$ cat src/rtl/sync_frame_tx_pkg.sv
// sync_frame_tx_pkg: shared FSM states and the sync pattern.
// The downstream 1000001 detector uses the same definitions.
package sync_frame_tx_pkg;
   typedef enum logic [1:0] {ST_IDLE, ST_SYNC, ST_DATA, ST_STUFF} state_t;
   localparam int SYNC_W_DEF = 7;
   localparam logic [SYNC_W_DEF-1:0] SYNC_PAT = 7'b1000001;
   localparam int STUFF_RUN_DEF = 4;
endpackage

$ cat src/rtl/sync_frame_tx_if.sv
// sync_frame_tx_if: word handshake plus serial line and status outputs.
interface sync_frame_tx_if #(parameter int DATA_W = 8);
   logic [DATA_W-1:0] in_data;
   logic in_valid;
   logic in_ready;
   logic out;
   logic frame_start;
   logic busy;
   modport master (output in_data, in_valid, input in_ready, out, frame_start, busy);
   modport slave (input in_data, in_valid, output in_ready, out, frame_start, busy);
endinterface

$ cat src/rtl/sync_frame_tx.sv
// sync_frame_tx: sends each accepted word MSB first behind a sync pattern, zero-bit-stuffed.
// The line idles high; out is registered and carries one bit per clock.
module sync_frame_tx
   import sync_frame_tx_pkg::*;
#(
   parameter int DATA_W = 8,
   parameter int SYNC_W = SYNC_W_DEF,
   parameter logic [SYNC_W-1:0] SYNC = SYNC_PAT,
   parameter int STUFF_RUN = STUFF_RUN_DEF
) (
   input logic clk,
   input logic reset,
   sync_frame_tx_if.slave bus
);
   localparam int IDX_W = $clog2((DATA_W > SYNC_W ? DATA_W : SYNC_W) + 1);
   localparam int ZRUN_W = $clog2(STUFF_RUN + 1);
   state_t r_state, w_state;
   logic [DATA_W-1:0] r_shreg, w_shreg;
   logic [IDX_W-1:0] r_idx, w_idx;
   logic [ZRUN_W-1:0] r_zrun, w_zrun, w_zinc;
   logic [SYNC_W-1:0] w_sync_sh;
   logic r_out, r_frame_start, w_out, w_accept;
   assign bus.in_ready = (r_state == ST_IDLE) && reset;
   assign bus.out = r_out;
   assign bus.frame_start = r_frame_start;
   assign bus.busy = r_state != ST_IDLE;
   assign w_accept = bus.in_ready && bus.in_valid;
   // zero-run count including the payload bit currently on the line
   assign w_zinc = r_shreg[DATA_W-1] ? '0 : r_zrun + 1'b1;
   always_comb begin
      w_state = r_state;
      w_shreg = r_shreg;
      w_idx = r_idx;
      w_zrun = r_zrun;
      case (r_state)
         ST_IDLE: begin
            if (w_accept) begin
               w_state = ST_SYNC;
               w_shreg = bus.in_data;
               w_idx = '0;
            end
         end
         ST_SYNC: begin
            w_idx = r_idx + 1'b1;
            if (r_idx == IDX_W'(SYNC_W - 1)) begin
               w_state = ST_DATA;
               w_idx = '0;
               w_zrun = '0;
            end
         end
         ST_DATA: begin
            w_shreg = r_shreg << 1;
            w_idx = r_idx + 1'b1;
            w_zrun = w_zinc;
            w_state = (w_zinc == ZRUN_W'(STUFF_RUN)) ? ST_STUFF :
                      (r_idx == IDX_W'(DATA_W - 1)) ? ST_IDLE : ST_DATA;
         end
         default: begin
            w_zrun = '0;
            w_state = (r_idx == IDX_W'(DATA_W)) ? ST_IDLE : ST_DATA;
         end
      endcase
   end
   // the registered line bit belongs to the state entered at this edge
   assign w_sync_sh = SYNC << w_idx;
   assign w_out = (w_state == ST_SYNC) ? w_sync_sh[SYNC_W-1] :
                  (w_state == ST_DATA) ? w_shreg[DATA_W-1] : 1'b1;
   always_ff @(posedge clk or negedge reset) begin
      if (!reset) begin
         r_state <= ST_IDLE;
         r_shreg <= '0;
         r_idx <= '0;
         r_zrun <= '0;
         r_out <= 1'b1;
         r_frame_start <= 1'b0;
      end else begin
         r_state <= w_state;
         r_shreg <= w_shreg;
         r_idx <= w_idx;
         r_zrun <= w_zrun;
         r_out <= w_out;
         r_frame_start <= w_accept;
      end
   end
endmodule

$ cat src/flat_wrapper.sv
// flat-port wrapper written by rule: the top's interface ports become plain ports
module sync_frame_tx_flat import sync_frame_tx_pkg::*;
#(
   parameter int DATA_W = 8,
   parameter int SYNC_W = SYNC_W_DEF,
   parameter logic [SYNC_W-1:0] SYNC = SYNC_PAT,
   parameter int STUFF_RUN = STUFF_RUN_DEF
)
  (clk, reset, bus_in_data, bus_in_valid, bus_in_ready, bus_out, bus_frame_start, bus_busy);
  sync_frame_tx_if #(.DATA_W(DATA_W)) bus_i ();
  input logic clk;
  input logic reset;
  input wire logic [$bits(bus_i.in_data)-1:0] bus_in_data;
  input wire logic [$bits(bus_i.in_valid)-1:0] bus_in_valid;
  output wire logic [$bits(bus_i.in_ready)-1:0] bus_in_ready;
  output wire logic [$bits(bus_i.out)-1:0] bus_out;
  output wire logic [$bits(bus_i.frame_start)-1:0] bus_frame_start;
  output wire logic [$bits(bus_i.busy)-1:0] bus_busy;
  assign bus_i.in_data = bus_in_data;
  assign bus_i.in_valid = bus_in_valid;
  assign bus_in_ready = bus_i.in_ready;
  assign bus_out = bus_i.out;
  assign bus_frame_start = bus_i.frame_start;
  assign bus_busy = bus_i.busy;
  sync_frame_tx #(.DATA_W(DATA_W), .SYNC_W(SYNC_W), .SYNC(SYNC), .STUFF_RUN(STUFF_RUN)) u_core (.clk(clk), .reset(reset), .bus(bus_i));
endmodule
$ cat config.mk
export PLATFORM = sky130hd
export DESIGN_NAME = sync_frame_tx_flat
export DESIGN_NICKNAME = d
export VERILOG_FILES = /design/src/rtl/sync_frame_tx_pkg.sv /design/src/rtl/sync_frame_tx_if.sv /design/src/rtl/sync_frame_tx.sv /design/src/flat_wrapper.sv
export SDC_FILE = /design/constraint.sdc
export NUM_CORES = 1
export LEC_CHECK = 0
export CORE_MARGIN = 1.5
export CORE_UTILIZATION = 53
export DETAILED_ROUTE_END_ITERATION = 12
export PLACE_DENSITY = 0.77
export SKIP_CTS_REPAIR_TIMING = 1
export SLEW_MARGIN = 20
export SYNTH_ARGS = -nofsm -noshare
export SYNTH_HDL_FRONTEND = slang
export SYNTH_SLANG_ARGS = --single-unit
$ cat constraint.sdc
create_clock -name clk -period 2.16 [get_ports clk]
set_input_delay 0.54 -clock clk [delete_from_list [all_inputs] [get_ports clk]]
set_output_delay 0.54 -clock clk [all_outputs]
set_load 0.02 [all_outputs]
; Word level (Yosys, flattened, before mapping)
; Index checks and enable logic that the tools add are counted.
; W data, S select, Z words.
[word_totals]
register_bits = 19
in_bits = 11
out_inout_bits = 4
[classes]
addsub = 2
eq_ne = 10
shift = 1
mux = 16
bitwise = 1
n_reduce_logical = 7
[ops]
columns = operator, count
row1 = $pmux W8 S2, 1
row2 = $pmux W4 S3, 1
row3 = $mux W2, 5
row4 = $pmux W3 S3, 1
row5 = $eq A4 B3 Y1 const B, 2
row6 = $mux W4, 2
row7 = $mux W8, 1
row8 = $shl A7 B4 Y7 const A, 1
row9 = $mux W3, 2
row10 = $pmux W2 S3, 1
row11 = $add A4 B1 Y4 const B, 1
row12 = $eq A2 B1 Y1 const B, 2
row13 = $eq A2 B2 Y1 const B, 2
row14 = $eq A4 B4 Y1 const B, 1
row15 = $ne A2 B1 Y1 const B, 2
row16 = $reduce_and A2 Y1, 2
row17 = $reduce_bool A2 Y1, 2
row18 = $add A3 B1 Y3 const B, 1
row19 = $eq A3 B3 Y1 const B, 1
row20 = $logic_and A1 B1 Y1, 2
row21 = $logic_not A2 Y1, 1
row22 = $mux W1, 2
row23 = $not A1 Y1, 1

; Logic depth before layout (Yosys ltp)
; Gate-level depths: netlist (run 1).
[logic_depth]
depth_word = 8
mapped_depth = 6

; Least setup slack after synthesis (run 1)
; No wires, ideal clock.
[synth_timing]
path_type = register to output
start = reg u_core.r_state[0]
end = out bus_in_ready
arrival_ps = 1385
slack_ps = 235
stages_incl_launch_ff = 5
n_path_buf = 2
cell_sequence = dfrtp_1 > buf_6 > clkbuf_1 > or2_2 > nor2_1
[synth_between]
elab_chain_len = 2
[synth_rtl]
columns = element, line
row1 = start: declaration, sync_frame_tx.sv:17  ; state_t r_state, w_state;
row2 = start signal: assignment, sync_frame_tx.sv:77  ; r_state <= w_state;
row3 = $logic_not A2 Y1, sync_frame_tx.sv:23  ; assign bus.in_ready = (r_state == ST_IDLE) && reset;
row4 = $logic_and A1 B1 Y1, sync_frame_tx.sv:23
row5 = end: declaration, flat_wrapper.sv:15  ; output wire logic [$bits(bus_i.in_ready)-1:0] bus_in_ready;
; Every way passes these cells.

; Worst setup path after layout (run 1)
[layout_timing]
start = reg u_core.r_state[1]
end = out bus_busy
[layout_between]
elab_chain_len = 1
[layout_rtl]
columns = element, line
row1 = $reduce_bool A2 Y1, sync_frame_tx.sv:26  ; assign bus.busy = r_state != ST_IDLE;
row2 = end: declaration, flat_wrapper.sv:18  ; output wire logic [$bits(bus_i.busy)-1:0] bus_busy;
; Every way passes these cells.

==> results.py, run 1 <==
metrics = {
    "sta": {
        "fin_ws_ns": 0.0814,
        "rsz0062_at_grt": "no",
        "timing.final.crit_share_pct": 96.2,
        "setup_viol": 0,
        "fmax_ghz": 0.481,
        "holdWs_ns": 0.521,
        "drv_slew": 0,
        "finClkSkew_ns": 0.00223,
        "worstMarginPinSlew_ns": 0.337,
        "slew_headroom_pct": 77.3,
        "timing_hold_violations_final": 0,
        "post-route-min-period_ns": 2.08,
    },
    "drt": {
        "vias_per_cell": 5.62,
        "post_drt_wl_per_cell_um": 13.3,
        "drc": 0,
        "via_count": 893,
        "postRouteAntennaNets": 0,
        "finalWirelength_mm": 2.12,
        "drtIter0Drc": 9,
        "first_pass_iters": 4,
    },
    "power": {
        "pwr-share-comb_pct": 50.9,
        "seqPwrFrac_pct": 38.8,
        "power_density_nw_per_um2": 1310,
        "swShare_pct": 41.8,
        "leakagePower_nw": 0.584,
        "vdd_drop_max_v": 0.000615,
        "pwr-share-clk_pct": 10.3,
        "p_int_mw": 0.988,
        "switchingPower_mw": 0.711,
    },
    "synthesis": {
        "synthesis.instances": 113,
        "synth_fp_nets": 128,
        "synth_area_leaders": "dfrtp_1, a22oi_1, ha_1",
        "synth_top_area_share_pct": 41.6,
        "syn_avg_cell_area_um2": 9.59,
        "ys_warn_count": 0,
        "ys_seq_area_share_pct": 44.0,
        "yosys.area.top_type": "dfrtp_1",
        "synthesis.area_um2": 1080,
        "synth-seq-cells": 19,
        "synth_edf_count": 0,
        "synthFlopType": "dfrtp_1",
        "synth_async_sr_flop_share_pct": 100,
        "yosysUniqueCellTypes": 38,
    },
    "cts": {
        "clock-sinks": 19,
        "cts_max_level": 1,
        "clk_pin_slew_ns": 0.11,
        "cts_buffers": 3,
        "cts_tree": "yes",
        "clkLatencyLatePin_ns": 0.28,
        "cts_root_buf": "clkbuf_4",
        "clock_path_buffers": 2,
    },
    "global_route": {
        "grt_max_degree": 24,
        "grt_pass1_wl_mm": 3.33,
        "grt_use_total_pct": 20.4,
        "antenna_found_initial": 0,
        "grt-ovfl-total": 0,
        "grt_pass1_vias": 740,
    },
    "worst_setup_path": {
        "end_kind": "primary output",
        "cp.arrival_ns": 1.54,
        "crit_required_ns": 1.62,
        "r2r_setup_slack_ns": 0.46,
        "start_kind": "register",
        "crit_path_end": "bus_busy",
        "regToRegStartpoint": "u_core.r_zrun[0]",
        "path_class": "register to primary output",
        "critPathLaunch": "u_core.r_state[1]",
        "crit_fanout": 3,
        "reg2reg_depth": 5,
        "r2r-end": "u_core.bus.out",
    },
    "job": {
        "drv_cap": 0,
    },
    "finish": {
        "final_nets": 148,
        "seq_area_um2": 477,
        "area_growth_pct": 19.4,
        "multi_input_area_um2": 531,
        "n_fill_cell": 168,
        "antenna_cells": 0,
        "drive_gt1_share_pct": 12.1,
        "fin_util_pct": 66.6,
    },
    "floorplan": {
        "dieArea_um2": 2320,
        "start_util_pct": 55.8,
        "die_y_um": 48.2,
        "num_rows": 16,
        "coreArea_um2": 1940,
        "io_pins": 15,
        "fp.dieW_um": 48.2,
    },
    "run_status": {
        "status": "finished, final reports clean",
    },
    "worst_hold_path": {
        "hp-class": "register to register",
    },
    "placement": {
        "hpwl_mm": 1.58,
        "place_congestion": 0.787,
        "pre_cts_ws_ns": -0.178,
        "port_buffers": 14,
    },
}
-- sequential cells by signal (all words and copies together) (netlist names) --
signal and cells:
u_core.bus.frame_start 1, u_core.bus.out 1, u_core.r_zrun 3, u_core.r_idx 4, u_core.r_state 2, u_core.r_shreg 8
-- power by group through the flow --
stage | Combinational, mW | Clock (mW) | Sequential (mW)
floorplan | 0.659 | 0 | 0.646
global placement | 0.840 | 0 | 0.649
detailed placement | 0.870 | 0 | 0.664
CTS | 0.872 | 0.179 | 0.657
global route | 0.973 | 0.205 | 0.680
finish | 0.865 | 0.175 | 0.659
-- routing by layer --
layer	vias to the layer above	global-route usage, %	wire length [µm]
met5	-	0	0
met4	0	4.86	9
met3	2	4.44	63
met2	17	32.1	1080
met1	424	28.6	971
li1	450	-	-
-- layout make-up --
type | count | share of cell area, %
sequential | 19 | 36.8
tap | 27 | 2.61
timing repair buffer | 21 | 15.1
multi-input combinational | 80 | 41.0
clock inverter | 1 | 0.387
clock buffer | 3 | 1.74
inverter | 8 | 2.32
-- critical path, stage by stage, from the launching register on --
cell and delay (ns):
dfrtp_1 0.39, or2_2 0.32, clkdlybuf4s50_1 0.55
-- metrics by stage --
step                      power (mW)  TNS, ns  instance area, µm²  cells
after CTS                       1.71   -0.196                1290    159
after global placement          1.49   -0.222                1260    155
after detailed placement        1.53   -0.239                1260    155
after floorplan                 1.30        0                1080    113
after global routing            1.86        0                1290    159
final                           1.70        0                1290    159
-- worst min path at each step --
stage / depth (start not counted) / from / endpoint
after floorplan: 0 / reset / u_core.bus.frame_start
after CTS: 2 / u_core.r_zrun[2] / u_core.r_zrun[2]
after detailed placement: 2 / u_core.r_zrun[2] / u_core.r_zrun[2]
after global routing: 2 / u_core.r_shreg[0] / u_core.r_shreg[0]
after global placement: 2 / u_core.r_zrun[2] / u_core.r_zrun[2]
final: 2 / u_core.r_zrun[2] / u_core.r_zrun[2]
-- cell families (layout without fill, tap and decap cells) --
| group | Yosys count | count (layout) | share of synthesized area (%) |
|---|---|---|---|
| flops | 19 | 19 | 44.0 |
| buf+inv | 14 | 33 | 7.04 |
| fa+ha+maj | 4 | 4 | 4.62 |
| mux | 1 | 1 | 0.924 |
| xor+xnor | 3 | 3 | 2.43 |
| simple gates | 32 | 32 | 16.2 |
| compound gates | 40 | 40 | 24.8 |
-- cell usage in the layout (no fill, tap or decap), types with 2 or more instances in the layout --
cell              n
o31ai_1           2
nor2_1            7
dfrtp_1          18
clkdlybuf4s50_1  13
nand4b_1          2
inv_1             8
nand2_1           9
xnor2_1           2
ha_1              4
buf_4             7
or2b_1            2
clkbuf_4          3
nor3_1            2
nand2b_1          2
o21ai_0          10
a21oi_1           5
a22oi_1          13
-- synth_stat cells, drive strengths merged (2+ instances only) --
cell     n
a21boi   2
a21oi    5
a22oi   13
buf      3
clkbuf   3
dfrtp   18
ha       4
inv      8
nand2    9
nand2b   2
nand4b   2
nor2     7
nor3     2
o21ai   12
o31ai    2
or2b     2
xnor2    2
No activity file was read; power rests on OpenSTA's default activity.
==> inputs of run 2 (changes only) <==
Settings changed: TNS_END_PERCENT set to 1.
==> results of run 2 <==
Same layout as run 1: the final DEF is identical, and so are final timing and power.
